==> src/rtl/serial_add_pkg.sv <==
// Shared types and defaults for the bit-serial adder family.
package serial_add_pkg;

    localparam int SERIAL_ADD_WIDTH = 8;

    typedef enum logic [1:0] {
        IDLE  = 2'd0,
        SHIFT = 2'd1,
        DONE  = 2'd2
    } state_t;

endpackage

==> src/rtl/full_add_bit.sv <==
// Combinational 1-bit full adder built from two half-adder stages.
module full_add_bit (
    input  logic i_a,
    input  logic i_b,
    input  logic i_cin,
    output logic o_s,
    output logic o_cout
);

    logic w_hs1;
    logic w_hc1;
    logic w_hc2;

    assign w_hs1  = i_a ^ i_b;
    assign w_hc1  = i_a & i_b;
    assign o_s    = w_hs1 ^ i_cin;
    assign w_hc2  = w_hs1 & i_cin;
    assign o_cout = w_hc1 | w_hc2;

endmodule

==> src/rtl/serial_add_unit.sv <==
// Bit-serial ripple adder: one full-adder cell plus carry flop, LSB first,
// with valid/ready handshakes on operands and result.
module serial_add_unit
    import serial_add_pkg::*;
#(
    parameter int WIDTH = SERIAL_ADD_WIDTH
) (
    input  logic             clk,
    input  logic             rst,
    input  logic             in_valid,
    output logic             in_ready,
    input  logic [WIDTH-1:0] a,
    input  logic [WIDTH-1:0] b,
    input  logic             cin,
    output logic             out_valid,
    input  logic             out_ready,
    output logic [WIDTH-1:0] sum,
    output logic             cout,
    output logic             busy
);

    localparam int             CW   = $clog2(WIDTH);
    localparam logic [CW-1:0]  LAST = CW'(WIDTH - 1);
    localparam logic [CW-1:0]  ONE  = CW'(1);

    state_t           r_state;
    state_t           w_next_state;
    logic [WIDTH-1:0] r_a_sr;
    logic [WIDTH-1:0] r_b_sr;
    logic [WIDTH-1:0] r_sum_sr;
    logic             r_carry;
    logic [CW-1:0]    r_count;
    logic             w_s;
    logic             w_c;
    logic             w_accept;
    logic             w_shift;

    full_add_bit u_fa (
        .i_a    (r_a_sr[0]),
        .i_b    (r_b_sr[0]),
        .i_cin  (r_carry),
        .o_s    (w_s),
        .o_cout (w_c)
    );

    // Next-state and datapath-enable decode
    always_comb begin
        w_next_state = r_state;
        w_accept     = 1'b0;
        w_shift      = 1'b0;
        case (r_state)
            IDLE: begin
                if (in_valid) begin
                    w_accept     = 1'b1;
                    w_next_state = SHIFT;
                end else begin
                    w_next_state = IDLE;
                end
            end
            SHIFT: begin
                w_shift = 1'b1;
                if (r_count == LAST) begin
                    w_next_state = DONE;
                end else begin
                    w_next_state = SHIFT;
                end
            end
            DONE: begin
                if (out_ready) begin
                    w_next_state = IDLE;
                end else begin
                    w_next_state = DONE;
                end
            end
            default: begin
                w_next_state = IDLE;
            end
        endcase
    end

    // State register, operand/sum shift registers, carry flop and bit counter
    always_ff @(posedge clk) begin
        if (rst) begin
            r_state  <= IDLE;
            r_a_sr   <= '0;
            r_b_sr   <= '0;
            r_sum_sr <= '0;
            r_carry  <= 1'b0;
            r_count  <= '0;
        end else begin
            r_state <= w_next_state;
            if (w_accept) begin
                r_a_sr  <= a;
                r_b_sr  <= b;
                r_carry <= cin;
                r_count <= '0;
            end else if (w_shift) begin
                r_a_sr   <= {1'b0, r_a_sr[WIDTH-1:1]};
                r_b_sr   <= {1'b0, r_b_sr[WIDTH-1:1]};
                r_sum_sr <= {w_s, r_sum_sr[WIDTH-1:1]};
                r_carry  <= w_c;
                r_count  <= r_count + ONE;
            end
        end
    end

    // in_ready is gated by rst so no operand is offered during reset
    assign in_ready  = (r_state == IDLE) && !rst;
    assign out_valid = (r_state == DONE);
    assign busy      = (r_state != IDLE);
    assign sum       = r_sum_sr;
    assign cout      = r_carry;

endmodule

==> config.mk <==
export PLATFORM = sky130hd
export DESIGN_NAME = serial_add_unit
export DESIGN_NICKNAME = d
export VERILOG_FILES = /design/src/rtl/serial_add_pkg.sv /design/src/rtl/full_add_bit.sv /design/src/rtl/serial_add_unit.sv
export SDC_FILE = /design/constraint.sdc
export NUM_CORES = 1
export LEC_CHECK = 0
export CORE_MARGIN = 3
export CORE_UTILIZATION = 52
export CTS_CLUSTER_SIZE = 12
export DETAILED_ROUTE_END_ITERATION = 8
export PLACE_DENSITY_LB_ADDON = 0.3
export SLEW_MARGIN = 20
export SYNTH_ARGS = -nofsm -noshare
export SYNTH_HDL_FRONTEND = slang
export SYNTH_SLANG_ARGS = --single-unit
==> constraint.sdc <==
create_clock -name clk -period 2.24 [get_ports clk]
set_input_delay 0.672 -clock clk [delete_from_list [all_inputs] [get_ports clk]]
set_output_delay 0.672 -clock clk [all_outputs]
set_load 0.05 [all_outputs]
**Word level (Yosys, flattened, before mapping)**

Index checks and enable logic that the tools add are counted.

- Bits in registers: 30
- Latch bits: 0
- Bits in writable memories: 0
- Bits in read-only memories: 0
- Input port bits: 21
- Output and inout bits: 12
- Word-level logic and storage cells: 36
- Memories: 0

- Add/subtract/negate cells: 1
- Multipliers: 0
- Divide/modulo/power cells: 0
- Magnitude comparators: 0
- Equality and inequality tests: 3
- Shifts and indexed selects: 0
- Muxes and demuxes: 13
- Bitwise operators: 6
- Reduce and logical (&&, ||, !) cells: 7

Operators with widths:

| operator | count |
|---|---|
| 2-to-1 mux 8 bit | 4 |
| 2-to-1 mux 1 bit | 6 |
| one-hot mux 2 bit (3 select lines) | 1 |
| 2-to-1 mux 2 bit | 2 |
| nonzero test 2 bit | 2 |
| adder 3 x 1 -> 3 bit, second input constant | 1 |
| equality test 3 bit, second input constant | 1 |
| bitwise AND 1 bit | 2 |
| equality test 2 x 1 -> 1 bit, second input constant | 1 |
| equality test 2 bit, second input constant | 1 |
| zero test 2 bit | 1 |
| AND reduction 2 bit | 1 |
| OR reduction 2 bit | 1 |
| XOR 1 bit | 2 |
| logical AND 1 bit | 1 |
| zero test 1 bit | 1 |
| inverter 1 bit | 1 |
| bitwise OR 1 bit | 1 |

**Depth between registers and ports, before layout**

Gate-level depths: netlist of run 1.

- Depth in word-level cells: 5
- Depth in mapped cells: 6
- Depth with buffers taken out: 4

**By module**

Synthesis of run 1 repeated with hierarchy kept, for this count alone.

- Cells, all modules: 158
- Area, all modules: 1332.5 sq um

Modules (own cells, without submodules):

| module | times used | cells each | area an instance (sq um) | seq. area each (sq um) |
|---|---|---|---|---|
| serial_add_unit | 1 | 157 | 1312.5 | 600.6 |
| full_add_bit | 1 | 1 | 20.0 | 0.0 |

**Worst setup path after synthesis of run 1**

Ideal clock, no wire load.

- Path type: register to output
- Start: register r_state[0]
- End: output in_ready
- Arrival time: 1.641 ns
- Required time: 1.568 ns
- Setup slack: -0.073 ns
- Stages on the path, launching flop included: 4
- Path buffers: 1
- Cell sequence: dfxtp_1 clkbuf_2 or2_2 nor2_1

- Cells in the longest elaborated chain, start to end: 2

RTL lines:

| item | RTL line | text |
|---|---|---|
| from (decl) | serial_add_unit.sv:26 | `state_t r_state;` |
| from (signal assigned) | serial_add_unit.sv:91 | `r_state <= w_next_state;` |
| zero test 2 bit | serial_add_unit.sv:108 | `assign in_ready = (r_state == IDLE) && !rst;` |
| logical AND 1 bit | serial_add_unit.sv:108 |  |
| to (decl) | serial_add_unit.sv:11 | `output logic in_ready,` |

Every way passes these cells.

**Worst setup path after layout of run 1**

- Start: register r_sum_sr[4], in the netlist sum[4]
- End: output sum[4]

RTL lines:

| item | RTL line | text |
|---|---|---|
| from (decl) | serial_add_unit.sv:30 | `logic [WIDTH-1:0] r_sum_sr;` |
| from (signal assigned) | serial_add_unit.sv:100 | `r_sum_sr <= {w_s, r_sum_sr[WIDTH-1:1]};` |
| to (decl) | serial_add_unit.sv:17 | `output logic [WIDTH-1:0] sum,` |

No word-level cell between the ends.

==> flow_metrics.py, run 1 <==
metrics = {
    "yosys": {
        "synth.net_count": 183,
        "synth_area_per_cell_sq_um": 8.56,
        "synth.lib_cells_used.distinct": 28,
        "synth.yosys.seq_area_share": 0.441,
        "synth_cells": 159,
        "yosys_warnings": 0,
        "synth.mux.area_fraction": 0.0147,
        "yosys.area_share.adder": 0.0331,
        "synth.area.top_cells": "sky130_fd_sc_hd__dfxtp_1, sky130_fd_sc_hd__a21oi_1, sky130_fd_sc_hd__nand2_1",
        "post-synth-top-area-fraction": 0.441,
        "synth_simple_gate_area_share": 0.247,
        "synth_xor_area_frac": 0.00643,
        "yosysTopAreaCell": "sky130_fd_sc_hd__dfxtp_1",
        "synth_top_family_by_area": "simple AND/OR/NAND/NOR gates",
        "compound_gate_portion_of_the_synthesized_area": 0.189,
        "synth_area_sq_um": 1360,
        "yosys_reg_bits": 30,
    },
    "clock_network": {
        "cts_max_path_buffers": 2,
        "cts-root-buf": "sky130_fd_sc_hd__clkbuf_4",
        "path_clk_slew_ns": 0.10,
        "clock-sinks": 30,
        "cts_hold_repair.buffers": 0,
        "h-tree-depth": 2,
        "postCtsSetupBuffers": 0,
        "ctsResizeCount": 0,
        "tritoncts.num_buffers": 5,
        "cts_tree": "yes",
        "insertion_delay_ns": 0.32,
    },
    "layout": {
        "layout-drive-gt1-share": 0.166,
        "num_antenna_cells": 0,
        "fill_cells": 173,
        "instances_no_fill": 221,
        "final_common_cell": "sky130_fd_sc_hd__dfxtp_1",
        "final_cell_mix": "sky130_fd_sc_hd__dfxtp_1, sky130_fd_sc_hd__nand2_1, sky130_fd_sc_hd__clkdlybuf4s50_1",
        "finalNetCount": 216,
        "area.growth.synth_to_final_pct": 33.0,
    },
    "worst_setup_path": {
        "critical_path.top_delay_family": "buffers and inverters",
        "critPathArrivalTime_ns": 1.51,
        "critical_path.startpoint_type": "flop",
        "timing.setup.critical_path_class": "reg -> out",
        "start_of_the_worst_register_to_register_path": "r_state[1]$_SDFF_PP0_",
        "crit_start": "sum[4]$_SDFFE_PP0P_",
        "cp_data_required_time_ns": 1.57,
        "worstSetupPathDepth": 1,
        "crit_path_max_fanout": 3,
        "reg2reg_depth": 4,
        "cp_num_buf_inv": 1,
        "rrSetupSlack_ns": 0.52,
        "crit_end": "sum[4]",
        "critPathSlowestCell": "sky130_fd_sc_hd__clkdlybuf4s50_1",
        "crit_chain": "clkdlybuf4s50_1",
        "r2r-end": "sum[1]$_SDFFE_PP0P_",
        "max_stage_delay_ns": 0.82,
        "cp-end-kind": "output pin",
    },
    "route": {
        "dr_total_vias": 1206,
        "detailedRoute.firstPassIterationCount": 4,
        "remaining_drc_errors": 0,
        "drt.antenna.violating_nets": 0,
        "drt_iter0_markers": 29,
        "detail_route.vias_per_cell": 5.46,
        "wire_per_inst_microns": 13.1,
        "drt-total-wl_microns": 2890,
    },
    "power": {
        "ir_drop_worst_case_vdd_mv": 0.668,
        "combinationalPowerShare": 0.193,
        "leakage_nw": 0.735,
        "powerDensity_nw_per_um2": 689,
        "p_total_mw": 1.25,
        "p_int_mw": 0.913,
        "proportion_of_total_power_due_to_net_switching": 0.268,
        "netSwitchingPower_mw": 0.334,
        "share_of_total_power_in_the_clock_network": 0.338,
        "seq_power_share": 0.469,
    },
    "die": {
        "fp.dieW_microns": 57.2,
        "initial_core_util": 0.582,
        "core_region_area_sq_um": 2340,
        "die-area_sq_um": 3270,
        "fp-row-count": 17,
        "chipHeight_microns": 57.2,
        "io_pins": 33,
    },
    "global_routing": {
        "grt_first_pass_wirelength_microns": 5040,
        "globalRouteOverflowTotal": 0,
        "grt_max_degree": 31,
        "grt_antenna_before_repair": 0,
        "groute.usage.overall": 0.194,
        "first_global_vias": 1192,
    },
    "placement": {
        "post-dp-hpwl_microns": 2010,
        "dpl.cell_count": 213,
        "place_congestion": 0.695,
        "placement.io_buffers": 32,
    },
    "run": {
        "max-cap-violations": 0,
    },
    "sta": {
        "hold-worst-slack_ns": 0.467,
        "maxSlewHeadroom": 0.554,
        "timing_worst_slew_pin_value_ns": 0.669,
        "final_hold_viol_count": 0,
        "final_max_slew_viol_count": 0,
        "finalSetupViolCount": 0,
        "fmax_mhz": 459,
        "fin_crit_ns": 2.18,
        "rsz_0062_raised_after_global_routing": "false",
        "totalNegativeSetupSlack_ns": 0,
        "final_period_util": 0.973,
        "skew_ns": 0.00381,
    },
    "run_status": {
        "run_status": "complete, no violations",
    },
    "worst_hold_path": {
        "min_path_type": "reg -> reg",
    },
}
## metal layers
layer / wire length, microns / GRT usage / part of all wire
met4: 46 / 0.0828 / 0.016
met1: 1220 / 0.232 / 0.42
met5: 0 / 0 / 0
met2: 1430 / 0.320 / 0.49
met3: 195 / 0.0633 / 0.067
## registers in the layout (all words and copies together) (netlist names)
signal,flops
cout,1
r_a_sr,8
r_b_sr,8
r_count,3
r_state,2
sum,8
## metrics by stage
step | cell area [sq um] | util | setup slack (ns)
global placement | 1730 | 0.737 | 0.160
CTS | 1800 | 0.771 | 0.00764
detailed placement | 1730 | 0.737 | 0.130
floorplan | 1360 | - | 0.155
global route | 1810 | 0.774 | 0.00158
finish | 1810 | 0.774 | 0.0598
## worst min path at each step
stage	endpoint	slack [ns]	depth (start not counted)	start
final	r_a_sr[6]$_SDFFE_PP0P_	0.47	2	r_a_sr[7]$_SDFFE_PP0P_
after global routing	r_a_sr[3]$_SDFFE_PP0P_	0.49	2	r_a_sr[4]$_SDFFE_PP0P_
after CTS	r_a_sr[6]$_SDFFE_PP0P_	0.47	2	r_a_sr[7]$_SDFFE_PP0P_
after detailed placement	r_b_sr[1]$_SDFFE_PP0P_	0.45	2	r_b_sr[2]$_SDFFE_PP0P_
after global placement	r_b_sr[2]$_SDFFE_PP0P_	0.44	2	r_b_sr[3]$_SDFFE_PP0P_
after floorplan	r_a_sr[6]$_SDFFE_PP0P_	0.44	2	r_a_sr[7]$_SDFFE_PP0P_
## power by group through the flow
stage	clock [mW]	combinational, mW	sequential [mW]
6_report	0.422	0.240	0.585
5_1_grt	0.448	0.263	0.590
4_1_cts	0.430	0.242	0.585
3_5_place_dp	0	0.239	0.598
3_3_place_gp	0	0.234	0.596
2_1_floorplan	0	0.139	0.610
## synthesized netlist by cell type, drive strengths merged
library cell   n
nand2b         5
or2            1
buf            9
a22oi          1
fa             1
or3b           5
nor3           7
nand3          2
a21oi         25
nor2          18
mux2i          2
dfxtp         30
ha             2
nor3b          1
a211oi        11
xnor2          1
inv            1
nor2b          2
o21ba          1
o21a           1
nand2         29
clkbuf         4
## cell families (layout without fill, tap and decap cells)
logic type / count (synthesis) / after routing
adders and majority gates: 3 / 3
DFF: 30 / 30
xor gates and xnor gates: 1 / 1
AOI/OAI and AO/OA: 39 / 39
buffers and inverters: 14 / 48
muxes: 2 / 2
and+or+nand+nor: 70 / 70
## layout make-up
| type | instances | area [sq um] | area share |
|---|---|---|---|
| Inverter | 1 | 3.75 | 0.00207 |
| Timing Repair Buffer | 39 | 423 | 0.234 |
| Multi-Input combinational cell | 115 | 671 | 0.370 |
| Sequential cell | 30 | 601 | 0.332 |
| Clock inverter | 3 | 40.0 | 0.0221 |
| Clock buffer | 5 | 37.5 | 0.0207 |
| Tap cell | 28 | 35.0 | 0.0194 |
Note: power is estimated with default switching activity, not from simulation.
==> run 2: changes to the inputs <==
- CORE_UTILIZATION: 52 -> 51
- SYNTH_HIERARCHICAL: not set -> 1
==> flow_metrics.py, run 2 <==
metrics = {
    "worst_setup_path": {
        "critPathArrivalTime_ns": 1.49,
        "cp_num_buf_inv": 1,
        "timing.setup.critical_path_class": "reg -> out",
        "max_stage_delay_ns": 0.81,
        "reg2reg_depth": 4,
        "critical_path.startpoint_type": "flop",
        "r2r-end": "r_b_sr[6]$_SDFFE_PP0P_",
        "cp_data_required_time_ns": 1.57,
        "rrSetupSlack_ns": 0.63,
        "critical_path.top_delay_family": "buffers and inverters",
        "start_of_the_worst_register_to_register_path": "r_state[1]$_SDFF_PP0_",
        "cp-end-kind": "output pin",
        "critPathSlowestCell": "sky130_fd_sc_hd__clkdlybuf4s50_1",
        "crit_start": "cout$_SDFFE_PP0P_",
        "crit_path_max_fanout": 3,
        "crit_chain": "clkdlybuf4s50_1",
    },
    "yosys": {
        "yosysTopAreaCell": "sky130_fd_sc_hd__dfxtp_1",
        "synth.net_count": 182,
        "yosysMostFrequentCell": "sky130_fd_sc_hd__nand2_1",
        "synthArstFlopShare": 0,
        "synth_enable_flop_cells": 0,
        "synth.yosys.seq_area_share": 0.451,
        "ys_dominant_reg_cell": "sky130_fd_sc_hd__dfxtp_1",
        "synth_area_sq_um": 1330,
        "synth_area_per_cell_sq_um": 8.43,
        "synth.lib_cells_used.distinct": 27,
        "post-synth-top-area-fraction": 0.451,
        "synth.area.top_cells": "sky130_fd_sc_hd__dfxtp_1, sky130_fd_sc_hd__a21oi_1, sky130_fd_sc_hd__nand2_1",
        "synth_common_cells": "sky130_fd_sc_hd__nand2_1, sky130_fd_sc_hd__dfxtp_1, sky130_fd_sc_hd__a21oi_1",
        "synth_cells": 158,
        "yosys_warnings": 6,
        "yosys_reg_bits": 30,
    },
    "worst_hold_path": {
        "min_path_type": "reg -> reg",
        "hold_path_end": "r_a_sr[1]$_SDFFE_PP0P_",
        "hold_path.startpoint": "r_a_sr[2]$_SDFFE_PP0P_",
        "holdPathStages": 2,
    },
    "sta": {
        "skew_ns": 0.00764,
        "fmax_mhz": 463,
        "final_max_slew_viol_count": 0,
        "rsz_0062_raised_after_global_routing": "false",
        "fin_crit_ns": 2.16,
        "final_hold_viol_count": 0,
        "totalNegativeSetupSlack_ns": 0,
        "timing_worst_slew_pin_value_ns": 0.550,
        "maxSlewHeadroom": 0.633,
        "finalSetupViolCount": 0,
        "final_period_util": 0.965,
        "hold-worst-slack_ns": 0.461,
    },
    "route": {
        "wire_per_inst_microns": 12.8,
        "detail_route.vias_per_cell": 5.45,
        "remaining_drc_errors": 0,
        "drt_iter0_markers": 23,
        "drt.antenna.violating_nets": 0,
        "dr_total_vias": 1178,
        "detailedRoute.firstPassIterationCount": 5,
        "drt-total-wl_microns": 2770,
    },
    "clock_network": {
        "cts_tree": "yes",
        "h-tree-depth": 2,
        "ctsResizeCount": 0,
        "cts_max_path_buffers": 2,
        "insertion_delay_ns": 0.31,
        "cts-root-buf": "sky130_fd_sc_hd__clkbuf_4",
        "tritoncts.num_buffers": 5,
        "path_clk_slew_ns": 0.09,
        "clock-sinks": 30,
        "postCtsSetupBuffers": 0,
        "cts_hold_repair.buffers": 0,
    },
    "global_routing": {
        "globalRouteOverflowTotal": 0,
        "groute.usage.overall": 0.183,
        "grt_max_degree": 31,
        "grt_first_pass_wirelength_microns": 4820,
        "grt_antenna_before_repair": 0,
        "first_global_vias": 1121,
    },
    "placement": {
        "dpl.cell_count": 208,
        "post-dp-hpwl_microns": 1920,
        "placement.io_buffers": 32,
        "place_congestion": 0.727,
    },
    "layout": {
        "instances_no_fill": 216,
        "layout-drive-gt1-share": 0.117,
        "final_cell_mix": "sky130_fd_sc_hd__nand2_1, sky130_fd_sc_hd__dfxtp_1, sky130_fd_sc_hd__clkdlybuf4s50_1",
        "final_common_cell": "sky130_fd_sc_hd__nand2_1",
        "area.growth.synth_to_final_pct": 29.7,
        "num_antenna_cells": 0,
        "postLayoutCoreUtil": 0.739,
        "finalNetCount": 211,
        "fill_cells": 185,
    },
    "die": {
        "core_region_area_sq_um": 2340,
        "die-area_sq_um": 3260,
        "fp.dieW_microns": 57.1,
        "chipHeight_microns": 57.1,
        "initial_core_util": 0.570,
        "io_pins": 33,
        "fp-row-count": 17,
    },
    "run": {
        "max-cap-violations": 0,
    },
    "power": {
        "powerDensity_nw_per_um2": 654,
        "leakage_nw": 0.645,
        "p_total_mw": 1.13,
        "ir_drop_worst_case_vdd_mv": 0.508,
    },
    "run_status": {
        "run_status": "complete, no violations",
    },
}
[run 2: how the worst max path moves through the flow]
stage,end,slack [ns],cells after the start
after floorplan,in_ready,0.20,3
after global placement,r_a_sr[6]$_SDFFE_PP0P_,0.02,4
after detailed placement,r_a_sr[6]$_SDFFE_PP0P_,-0.03,4
after CTS,cout,0.07,1
after global routing,sum[2],0.009,1
final,cout,0.08,1
[run 2: power by group]
| part | internal [mW] | switching, mW |
|---|---|---|
| Clock | 0.152 | 0.170 |
| Combinational | 0.104 | 0.114 |
| Sequential | 0.566 | 0.0242 |
[run 2: metal layers]
layer  routed length (microns)  share of wire  vias up  track usage
met2                      1420           0.51       28        0.341
met5                         0              0        -            0
met4                        18         0.0065        0       0.0530
li1                          -              -      594            -
met1                      1220           0.44      554        0.205
met3                       121          0.044        2       0.0407
[run 2: layout make-up]
cell class | instances | area [sq um] | area share
clock buffers | 7 | 55.1 | 0.0319
clock inverters | 1 | 5.00 | 0.00290
inverters | 1 | 3.75 | 0.00217
multi-input cells | 114 | 643 | 0.372
flip-flops and latches | 30 | 601 | 0.348
well taps | 28 | 35.0 | 0.0203
repair buffers | 35 | 385 | 0.223
[run 2: cells by family (layout without fill, tap and decap cells)]
| logic type | after synthesis | after routing | share of synthesized area |
|---|---|---|---|
| simple gates | 69 | 69 | 0.243 |
| xor+xnor | 1 | 1 | 0.00657 |
| fa+ha+maj | 3 | 3 | 0.0338 |
| buf+inv | 14 | 44 | 0.0685 |
| flops | 30 | 30 | 0.451 |
| compound gates | 39 | 39 | 0.182 |
| mux | 2 | 2 | 0.0150 |
[run 2: metrics by stage]
stage | worst slack [ns] | instance area, sq um
final | 0.0783 | 1730
after CTS | 0.0652 | 1730
after floorplan | 0.200 | 1340
after global placement | 0.0234 | 1670
after detailed placement | -0.0328 | 1670
after global routing | 0.00941 | 1730
